--- src/rtl/generation_step_sequencer.sv ---
// Step sequencer between the generation clock divider and the life-update engine.
// Turns divider ticks or a debounced single-step press into a req/done handshake.
module generation_step_sequencer #(
    parameter int unsigned GEN_W      = 16,
    parameter int unsigned DEB_CYCLES = 500000,
    parameter int unsigned TIMEOUT    = 1048576
) (
    input  logic             cin,
    input  logic             rst,
    input  logic             tick_in,
    input  logic             run_bttn,
    input  logic             step_bttn,
    input  logic             step_done,
    output logic             step_req,
    output logic             running,
    output logic             busy,
    output logic [GEN_W-1:0] gen_count,
    output logic             overrun,
    output logic             timeout_err
);

    localparam int unsigned DW = $clog2(DEB_CYCLES + 1);
    localparam int unsigned TW = $clog2(TIMEOUT + 1);
    localparam logic [DW-1:0] DEB_LAST = DW'(DEB_CYCLES - 1);
    localparam logic [DW-1:0] DEB_FULL = DW'(DEB_CYCLES);
    localparam logic [TW-1:0] TMO_LOAD = TW'(TIMEOUT - 1);

    typedef enum logic {
        IDLE,
        WAIT
    } state_t;

    state_t          state;
    logic [1:0]      bttn_raw;
    logic [1:0]      sync1;
    logic [1:0]      sync2;
    logic [1:0]      press;
    logic [DW-1:0]   deb_cnt [2];
    logic            tick_q;
    logic            tick_rise;
    logic            run_press;
    logic            step_press;
    logic            trigger;
    logic            pending;
    logic [TW-1:0]   tmo_cnt;

    // Bit 0 is the run button, bit 1 the single-step button.
    assign bttn_raw = {step_bttn, run_bttn};

    always_ff @(posedge cin) begin
        if (rst) begin
            sync1 <= '0;
            sync2 <= '0;
            for (int unsigned i = 0; i < 2; i++) begin
                deb_cnt[i] <= '0;
            end
        end else begin
            sync1 <= bttn_raw;
            sync2 <= sync1;
            // Counter saturates at DEB_CYCLES so a held button fires only once.
            for (int unsigned i = 0; i < 2; i++) begin
                if (!sync2[i]) begin
                    deb_cnt[i] <= '0;
                end else if (deb_cnt[i] != DEB_FULL) begin
                    deb_cnt[i] <= deb_cnt[i] + DW'(1);
                end
            end
        end
    end

    always_comb begin
        press = '0;
        for (int unsigned i = 0; i < 2; i++) begin
            press[i] = sync2[i] && (deb_cnt[i] == DEB_LAST);
        end
    end

    assign run_press  = press[0];
    assign step_press = press[1];
    assign tick_rise  = tick_in & ~tick_q;
    assign trigger    = (running & tick_rise) | (~running & step_press);

    always_ff @(posedge cin) begin
        if (rst) begin
            state       <= IDLE;
            step_req    <= 1'b0;
            running     <= 1'b0;
            busy        <= 1'b0;
            gen_count   <= '0;
            overrun     <= 1'b0;
            timeout_err <= 1'b0;
            pending     <= 1'b0;
            tmo_cnt     <= '0;
            tick_q      <= 1'b0;
        end else begin
            tick_q <= tick_in;
            if (run_press) begin
                running <= ~running;
            end

            case (state)
                IDLE: begin
                    if (trigger || pending) begin
                        step_req <= 1'b1;
                        busy     <= 1'b1;
                        pending  <= 1'b0;
                        tmo_cnt  <= TMO_LOAD;
                        state    <= WAIT;
                    end
                end
                WAIT: begin
                    if (trigger) begin
                        if (!pending) begin
                            pending <= 1'b1;
                        end else begin
                            overrun <= 1'b1;
                        end
                    end
                    if (step_done) begin
                        step_req  <= 1'b0;
                        busy      <= 1'b0;
                        gen_count <= gen_count + GEN_W'(1);
                        state     <= IDLE;
                    end else if (tmo_cnt == '0) begin
                        step_req    <= 1'b0;
                        busy        <= 1'b0;
                        timeout_err <= 1'b1;
                        pending     <= 1'b0;
                        state       <= IDLE;
                    end else begin
                        tmo_cnt <= tmo_cnt - TW'(1);
                    end
                end
                default: state <= IDLE;
            endcase

            // A pause discards any queued step; this overrides the WAIT-state set above.
            if (run_press && running) begin
                pending <= 1'b0;
            end
        end
    end

endmodule
--- config.mk ---
export PLATFORM = sky130hd
export DESIGN_NAME = generation_step_sequencer
export DESIGN_NICKNAME = d
export VERILOG_FILES = /design/src/rtl/generation_step_sequencer.sv
export SDC_FILE = /design/constraint.sdc
export NUM_CORES = 1
export LEC_CHECK = 0
export BUFFER_PORTS_ARGS = -buffer_cell sky130_fd_sc_hd__buf_4
export CAP_MARGIN = 30
export CORE_ASPECT_RATIO = 0.8
export CORE_UTILIZATION = 55
export CTS_BUF_LIST = sky130_fd_sc_hd__clkbuf_4 sky130_fd_sc_hd__clkbuf_8
export CTS_CLUSTER_DIAMETER = 40
export DETAILED_ROUTE_END_ITERATION = 10
export GPL_ROUTABILITY_DRIVEN = 0
export PLACE_DENSITY = 0.76
export SETUP_SLACK_MARGIN = 0.3
export SYNTH_ARGS = -nofsm -noshare
export SYNTH_HDL_FRONTEND = slang
export SYNTH_SLANG_ARGS = --single-unit
--- constraint.sdc ---
create_clock -name cin -period 1.8 [get_ports cin]
set_input_delay 0.09 -clock cin [delete_from_list [all_inputs] [get_ports cin]]
set_output_delay 0.09 -clock cin [all_outputs]
set_load 0.02 [all_outputs]
### After elaboration in Yosys (flattened, before gate mapping)

Memories as Yosys holds them, arrays and structs flattened.
Cells that the tools add are included.

* add/subtract/negate cells: 4
* muxes and demuxes: 37
* bitwise operators: 12
* eq/ne operators: 8
* reductions and logical operators: 11

Operators with widths (number)
* 2-to-1 mux 19 bit: 4
* 2-to-1 mux 21 bit: 3
* case mux 21 bit (2 select lines): 1
* adder 19 x 1 -> 19 bit (second input constant): 2
* equality test 19 bit (second input constant): 2
* inequality test 19 bit (second input constant): 2
* 2-to-1 mux 1 bit: 26
* logical NOT 21 bit: 1
* subtractor 21 x 1 -> 21 bit (second input constant): 1
* adder 16 x 1 -> 16 bit (second input constant): 1
* AND reduction 3 bit: 3
* inequality test 2 bit (second input constant): 3
* case mux 1 bit (2 select lines): 3
* OR 1 bit: 5
* NOT 1 bit: 4
* AND reduction 2 bit: 2
* bitwise AND 1 bit: 3
* logical AND 1 bit: 3
* inequality test 3 x 2 -> 1 bit (second input constant): 1
* OR reduction 2 bit: 1
* logical OR 1 bit: 1

* memory bits (writable): 38
* logic and storage cells: 84
* bits in registers: 48
* input port bits: 6
* memories kept: 1
* output and inout port bits: 21

Memories
* deb_cnt: depth 2, bits a word 19, rd ports 2, clocked after memory_dff 0, write ports 2, line 38 `logic [DW-1:0] deb_cnt [2];`

### Longest topological paths before layout

Gate-level depths: netlist (run 1).

* depth in word-level cells: 8
* mapped depth: 9
* depth with buffers taken out: 7

### Worst setup path before layout (run 1)

Ideal clock, no wire load.

* path type: register to register
* start point: memory deb_cnt[0][9] (netlist bit)
* end point: memory deb_cnt[0][0] (netlist bit), enable pin
* library setup time: 0.443 ns
* stages on the path, launching flop included: 5
* buffers on the path: 0
* slack: -0.199 ns
* arrival time: 1.556 ns
* data required time: 1.357 ns
* path through: edfxtp_1 > nor4b_1 > nand3b_1 > nor3_1 > nand3b_1

RTL lines (line)
* start: declaration: 38

==> impl_metrics.ini, run 1 <==
[run_status]
status = finished with violations
violations = negative setup slack

[clock_tree]
cts-root-buf = clkbuf_8
cts_made_buffers = 9
clk_pin_slew_ps = 80
cts_tree = yes
clk_path_buf_depth = 2
clock_sink_count = 86
insertion_delay_ps = 370
htreeDepth = 3

[synthesis]
synth_seq_cells = 86
synth.most_common_cell = nor2_1
synth_flop_cell = dfxtp_1
synth_top_area_frac = 0.268
syn_inst = 439
ys_seq_area_frac = 0.493
syn_nets = 452
ys_types = 51
synth-async-reset-ratio = 0
synth_edf_count = 38
avgSynthCellArea_sq_um = 9.71
syn-cell-area_sq_mm = 0.00426
synth_commonest_cells = nor2_1, dfxtp_1, edfxtp_1
synth_area_leaders = edfxtp_1, dfxtp_1, xnor2_1
synth_top_area_cell = edfxtp_1
yosys_warnings = 0

[floorplan]
die_w_microns = 100
dieArea_sq_mm = 0.00811
fp-row-count = 28
coreArea_sq_mm = 0.00746
die_h_microns = 80.7
io_pins = 27
start_util = 0.571

[power_and_ir_drop]
peakVddDrop_mv = 0.479
p_leak_nw = 2.37
power_density_mw_per_mm2 = 548
p_total_mw = 3.47

[routing]
vias_per_cell = 5.80
drt-pass1-iter-count = 5
drt_wl_total_mm = 12.0
num_vias = 3876
final_antenna_net_count = 0
drt-wirelength-per-cell_microns = 17.9
route.detailed.drc = 0
drt_iter0_markers = 212

[global_routing]
grt_pass1_vias = 3660
track_usage = 0.278
grt_overflow_total = 0
grt_max_degree = 26
antenna_found_initial = 0
grt_pass1_wl_mm = 17.4

[sta]
finalMaxSlewViolations = 0
rsz0062_at_grt = true
fin_skew_ps = 21.0
setup_violations = 102
hold_viol = 0
fmax_mhz = 449
fin_crit_sh = 1.24
min_period_ps = 2230
tightest_slew_ps = 514
worst_slack_ps = -429
fin_tns_setup_ps = -17630
slew_headroom = 0.653

[cells_and_area]
nNetsFinal = 572
area_growth_pct = 48.6
stdcell_area_sq_mm = 0.00633
final_layout_size_suffix_gt1_frac = 0.446
diodes = 0

[place]
io_buffers = 26
dp_hpwl_mm = 5.99
post_dp_cell_area_sq_mm = 0.00515
dp_slack_ps = -89.9

[worst_setup_path]
cp.arrival_ps = 2340
path_class = reg2reg
crit_fanout = 5
worstSetupStartpointType = register
required_ps = 1910
end_kind = register

[min_path]
hp-class = in2reg

[run]
drv_cap = 0
flip-flops by register name, indices dropped and copies added, names as in the netlist:
name	count
gen_count	16
tick_q	1
state	1
timeout_err	1
pending	1
busy	1
sync1	2
sync2	2
tmo_cnt	21
deb_cnt	38
running	1
overrun	1
placed cells by master (no fill, tap or decap), types with 6 or more instances in the layout:
| cell type | Yosys | final |
|---|---|---|
| nand2_1 | 20 | 17 |
| or3_1 | 8 | 8 |
| buf_4 | 1 | 92 |
| inv_1 | 13 | 11 |
| nor2_4 | 0 | 9 |
| edfxtp_1 | 38 | 38 |
| xnor2_1 | 34 | 31 |
| buf_12 | 0 | 6 |
| nand4_1 | 12 | 12 |
| xor2_1 | 29 | 29 |
| nor2_2 | 0 | 14 |
| dfxtp_2 | 0 | 8 |
| o21ai_2 | 0 | 9 |
| a21oi_2 | 0 | 7 |
| dfxtp_1 | 48 | 39 |
| nor4_4 | 0 | 9 |
| clkbuf_8 | 0 | 9 |
| nor2_1 | 66 | 43 |
| a21oi_1 | 15 | 7 |
| nand3_1 | 20 | 18 |
| buf_6 | 0 | 19 |
report_power, final:
part	internal (mW)	total [mW]	switching (mW)
logic	0.0463	0.100	0.0537
clock network	0.664	1.34	0.680
registers	2.02	2.03	0.00473
kinds of logic after synthesis:
family | count (synthesis) | synth area share
XOR/XNOR | 63 | 0.129
buffers and inverters | 32 | 0.0302
AND/OR/NAND/NOR | 200 | 0.255
multiplexers | 1 | 0.00235
adder cells (fa/ha/maj) | 7 | 0.0205
flip-flops | 86 | 0.493
AO/OA/AOI/OAI | 50 | 0.0690
worst paths after layout:
check / startpoint / end / slack [ps] / cells after the start
setup / recovery: deb_cnt[0][7] / deb_cnt[0][3] / -430 / 8
hold / removal: step_done / busy / 70 / 3
setup reg to reg: deb_cnt[0][7] / deb_cnt[0][3] / -430 / 8
hold reg to reg: sync1[0] / sync2[0] / 460 / 1
timing repair:
item,4_1_cts,5_1_grt
gates resized for setup,68,59
cloned,6,2
hold buffers,4,0
pin swaps,22,26
setup endpoints to repair,110,110
setup buffers,22,18
endpoints found under the hold margin,4,0
per-layer routing:
metal	part of all wire	vias to the layer above	GRT usage
met5	0	-	0
met4	0.029	0	0.0797
met3	0.053	33	0.0775
met2	0.51	132	0.482
met1	0.41	1897	0.343
li1	-	1814	-
stage by stage:
step	utilization	hold slack (ps)	cells
final	0.849	71.5	668
after global routing	0.849	61.1	668
after CTS	0.796	49.4	648
after detailed placement	0.691	311	601
after global placement	0.691	302	601
after floorplan	-	218	439
cell type report:
| class | instances | area [sq um] |
|---|---|---|
| clock buffers | 11 | 139 |
| clock inverters | 4 | 48.8 |
| fillers | 366 | 1130 |
| inverters | 13 | 48.8 |
| multi-input cells | 325 | 2700 |
| flip-flops and latches | 86 | 2120 |
| well taps | 105 | 131 |
| repair buffers | 124 | 1150 |
worst max-delay path: stages, from the launching register on:
cell and delay, ps:
edfxtp_1 450, nor4b_2 480, nand3b_1 280, nor3_4 230, or3b_4 190, buf_6 100
buf_12 110, buf_16 120, nor2_1 40
No activity file was read; power rests on OpenSTA's default activity.
==> inputs of run 2 (changes only) <==
==> constraint.sdc (replaced) <==
create_clock -name cin -period 1.8 [get_ports cin]
set_input_delay 0.18 -clock cin [delete_from_list [all_inputs] [get_ports cin]]
set_output_delay 0.18 -clock cin [all_outputs]
set_load 0.02 [all_outputs]
==> impl_metrics.ini, run 2 (same netlist as run 1, synthesis figures left out) <==
[cells_and_area]
final_util = 0.837
regMostFlops = deb_cnt
largest_reg_flops = 38
stdcell_area_sq_mm = 0.00624
diodes = 0
top_regs = deb_cnt x38, tmo_cnt x21, gen_count x16
final_cell_mix = buf_4, nor2_1, dfxtp_1, edfxtp_1, xnor2_1
final_layout_size_suffix_gt1_frac = 0.434
final_common_cell = buf_4
fillers = 389
nNetsFinal = 567
area_growth_pct = 46.4

[min_path]
hold_end = sync1[0]
hp-class = in2reg
hold_depth = 2
hold_start = run_bttn

[power_and_ir_drop]
peakVddDrop_mv = 0.426
p_total_mw = 3.46
p_leak_nw = 2.33
switchingPower_mw = 0.734
power_frac_clock = 0.388
combPwrFrac = 0.026
power.internal_mw = 2.73
power_density_mw_per_mm2 = 555
swShare = 0.212
pwr-share-seq = 0.586

[routing]
drt-wirelength-per-cell_microns = 17.7
met3_length_microns = 639
num_vias = 3803
final_antenna_net_count = 0
drt-pass1-iter-count = 4
top_layer = met4
wl_met1_mm = 4.88
vias_per_cell = 5.74
route.detailed.drc = 0
drt_iter0_markers = 185
drt_wl_total_mm = 11.8
wl_met2_mm = 5.94

[floorplan]
fp-row-count = 28
dieArea_sq_mm = 0.00811
coreArea_sq_mm = 0.00746
io_pins = 27
die_w_microns = 100
start_util = 0.571
die_h_microns = 80.7

[clock_tree]
clk_pin_slew_ps = 80
htreeDepth = 3
clk_path_buf_depth = 2
cts_hold_buf = 0
cts_tree = yes
clock_sink_count = 86
cts_made_buffers = 9
cts-root-buf = clkbuf_8
insertion_delay_ps = 360

[place]
post_dp_cell_area_sq_mm = 0.00515
io_buffers = 26
dp_hpwl_mm = 5.99

[worst_setup_path]
cpMaxStageDelayCell = edfxtp_1
rrSetupSlack_ps = -360
worstSetupStartpointType = register
cp_cell_sequence = nor4b_2 > nand3b_1 > nor3_4 > or3b_4 > buf_6 > buf_12 > buf_16 > nor2_1
crit_fanout = 5
path_class = reg2reg
worst-r2r-cell-count = 8
cpPeakStageDelay_ps = 440
required_ps = 1910
cp.arrival_ps = 2270
end_kind = register
reg2reg_from = deb_cnt[0][7]
r2r-end = deb_cnt[0][3]

[sta]
fin_crit_sh = 1.20
finalMaxSlewViolations = 0
rsz0062_at_grt = true
hold-worst-slack_ps = 82.8
fmax_mhz = 464
worst_slack_ps = -356
hold_viol = 0
setup_violations = 101
fin_tns_setup_ps = -13760
min_period_ps = 2160
fin_skew_ps = 16.8
slew_headroom = 0.652
tightest_slew_ps = 515

[global_routing]
grt_pass1_vias = 3664
grt_max_degree = 26
grt_overflow_total = 0
antenna_found_initial = 0
track_usage = 0.276
grt_pass1_wl_mm = 17.3

[run]
drv_cap = 0

[run_status]
violations = negative setup slack
status = finished with violations
-- run 2: repair_timing --
item	CTS	global route
setup endpoints to repair	110	110
gates resized for setup	68	49
cloned	6	1
pin swaps	22	25
setup buffers	22	18
-- run 2: layout make-up --
type / count / area, sq um / share of cell area
Inverter: 13 / 48.8 / 0.00782
Sequential cell: 86 / 2120 / 0.339
Timing Repair Buffer: 120 / 1100 / 0.177
Clock inverter: 4 / 48.8 / 0.00782
Multi-Input combinational cell: 324 / 2650 / 0.425
Clock buffer: 11 / 139 / 0.0222
Tap cell: 105 / 131 / 0.0210
-- run 2: stage by stage --
stage	setup WS [ps]	cells
detailed placement	-89.9	601
CTS	-33.8	644
global placement	14.7	601
finish	-356	663
floorplan	-83.6	439
global route	-414	663
-- run 2: critical path, delay by kind of cell, from the launching register on --
| family | cells | cell delay (ps) |
|---|---|---|
| AND/OR/NAND/NOR | 5 | 1150 |
| flip-flops | 1 | 440 |
| buffers and inverters | 3 | 330 |
-- run 2: power by group through the flow --
stage | Combinational (mW) | Sequential [mW] | Clock, mW
4_1_cts | 0.0837 | 2.03 | 1.35
6_report | 0.0917 | 2.03 | 1.34
5_1_grt | 0.0959 | 2.03 | 1.43
2_1_floorplan | 0.0357 | 2.07 | 0
3_3_place_gp | 0.0541 | 2.07 | 0
3_5_place_dp | 0.0548 | 2.07 | 0
-- run 2: metal layers --
layer	vias to the layer above	track usage
met5	-	0
met3	34	0.0792
met4	0	0.0826
met2	132	0.479
met1	1839	0.336
li1	1798	-
-- run 2: how the worst max path moves through the flow --
| stage | end | slack (ps) | from | cells past startpoint |
|---|---|---|---|---|
| 2_1_floorplan | deb_cnt[0][0] | -80 | deb_cnt[0][2] | 4 |
| 3_3_place_gp | tmo_cnt[19] | 10 | tmo_cnt[12] | 5 |
| 3_5_place_dp | tmo_cnt[9] | -90 | deb_cnt[1][7] | 5 |
| 4_1_cts | deb_cnt[1][0] | -30 | deb_cnt[1][7] | 6 |
| 5_1_grt | deb_cnt[0][2] | -410 | deb_cnt[0][7] | 8 |
| 6_report | deb_cnt[0][3] | -360 | deb_cnt[0][7] | 8 |
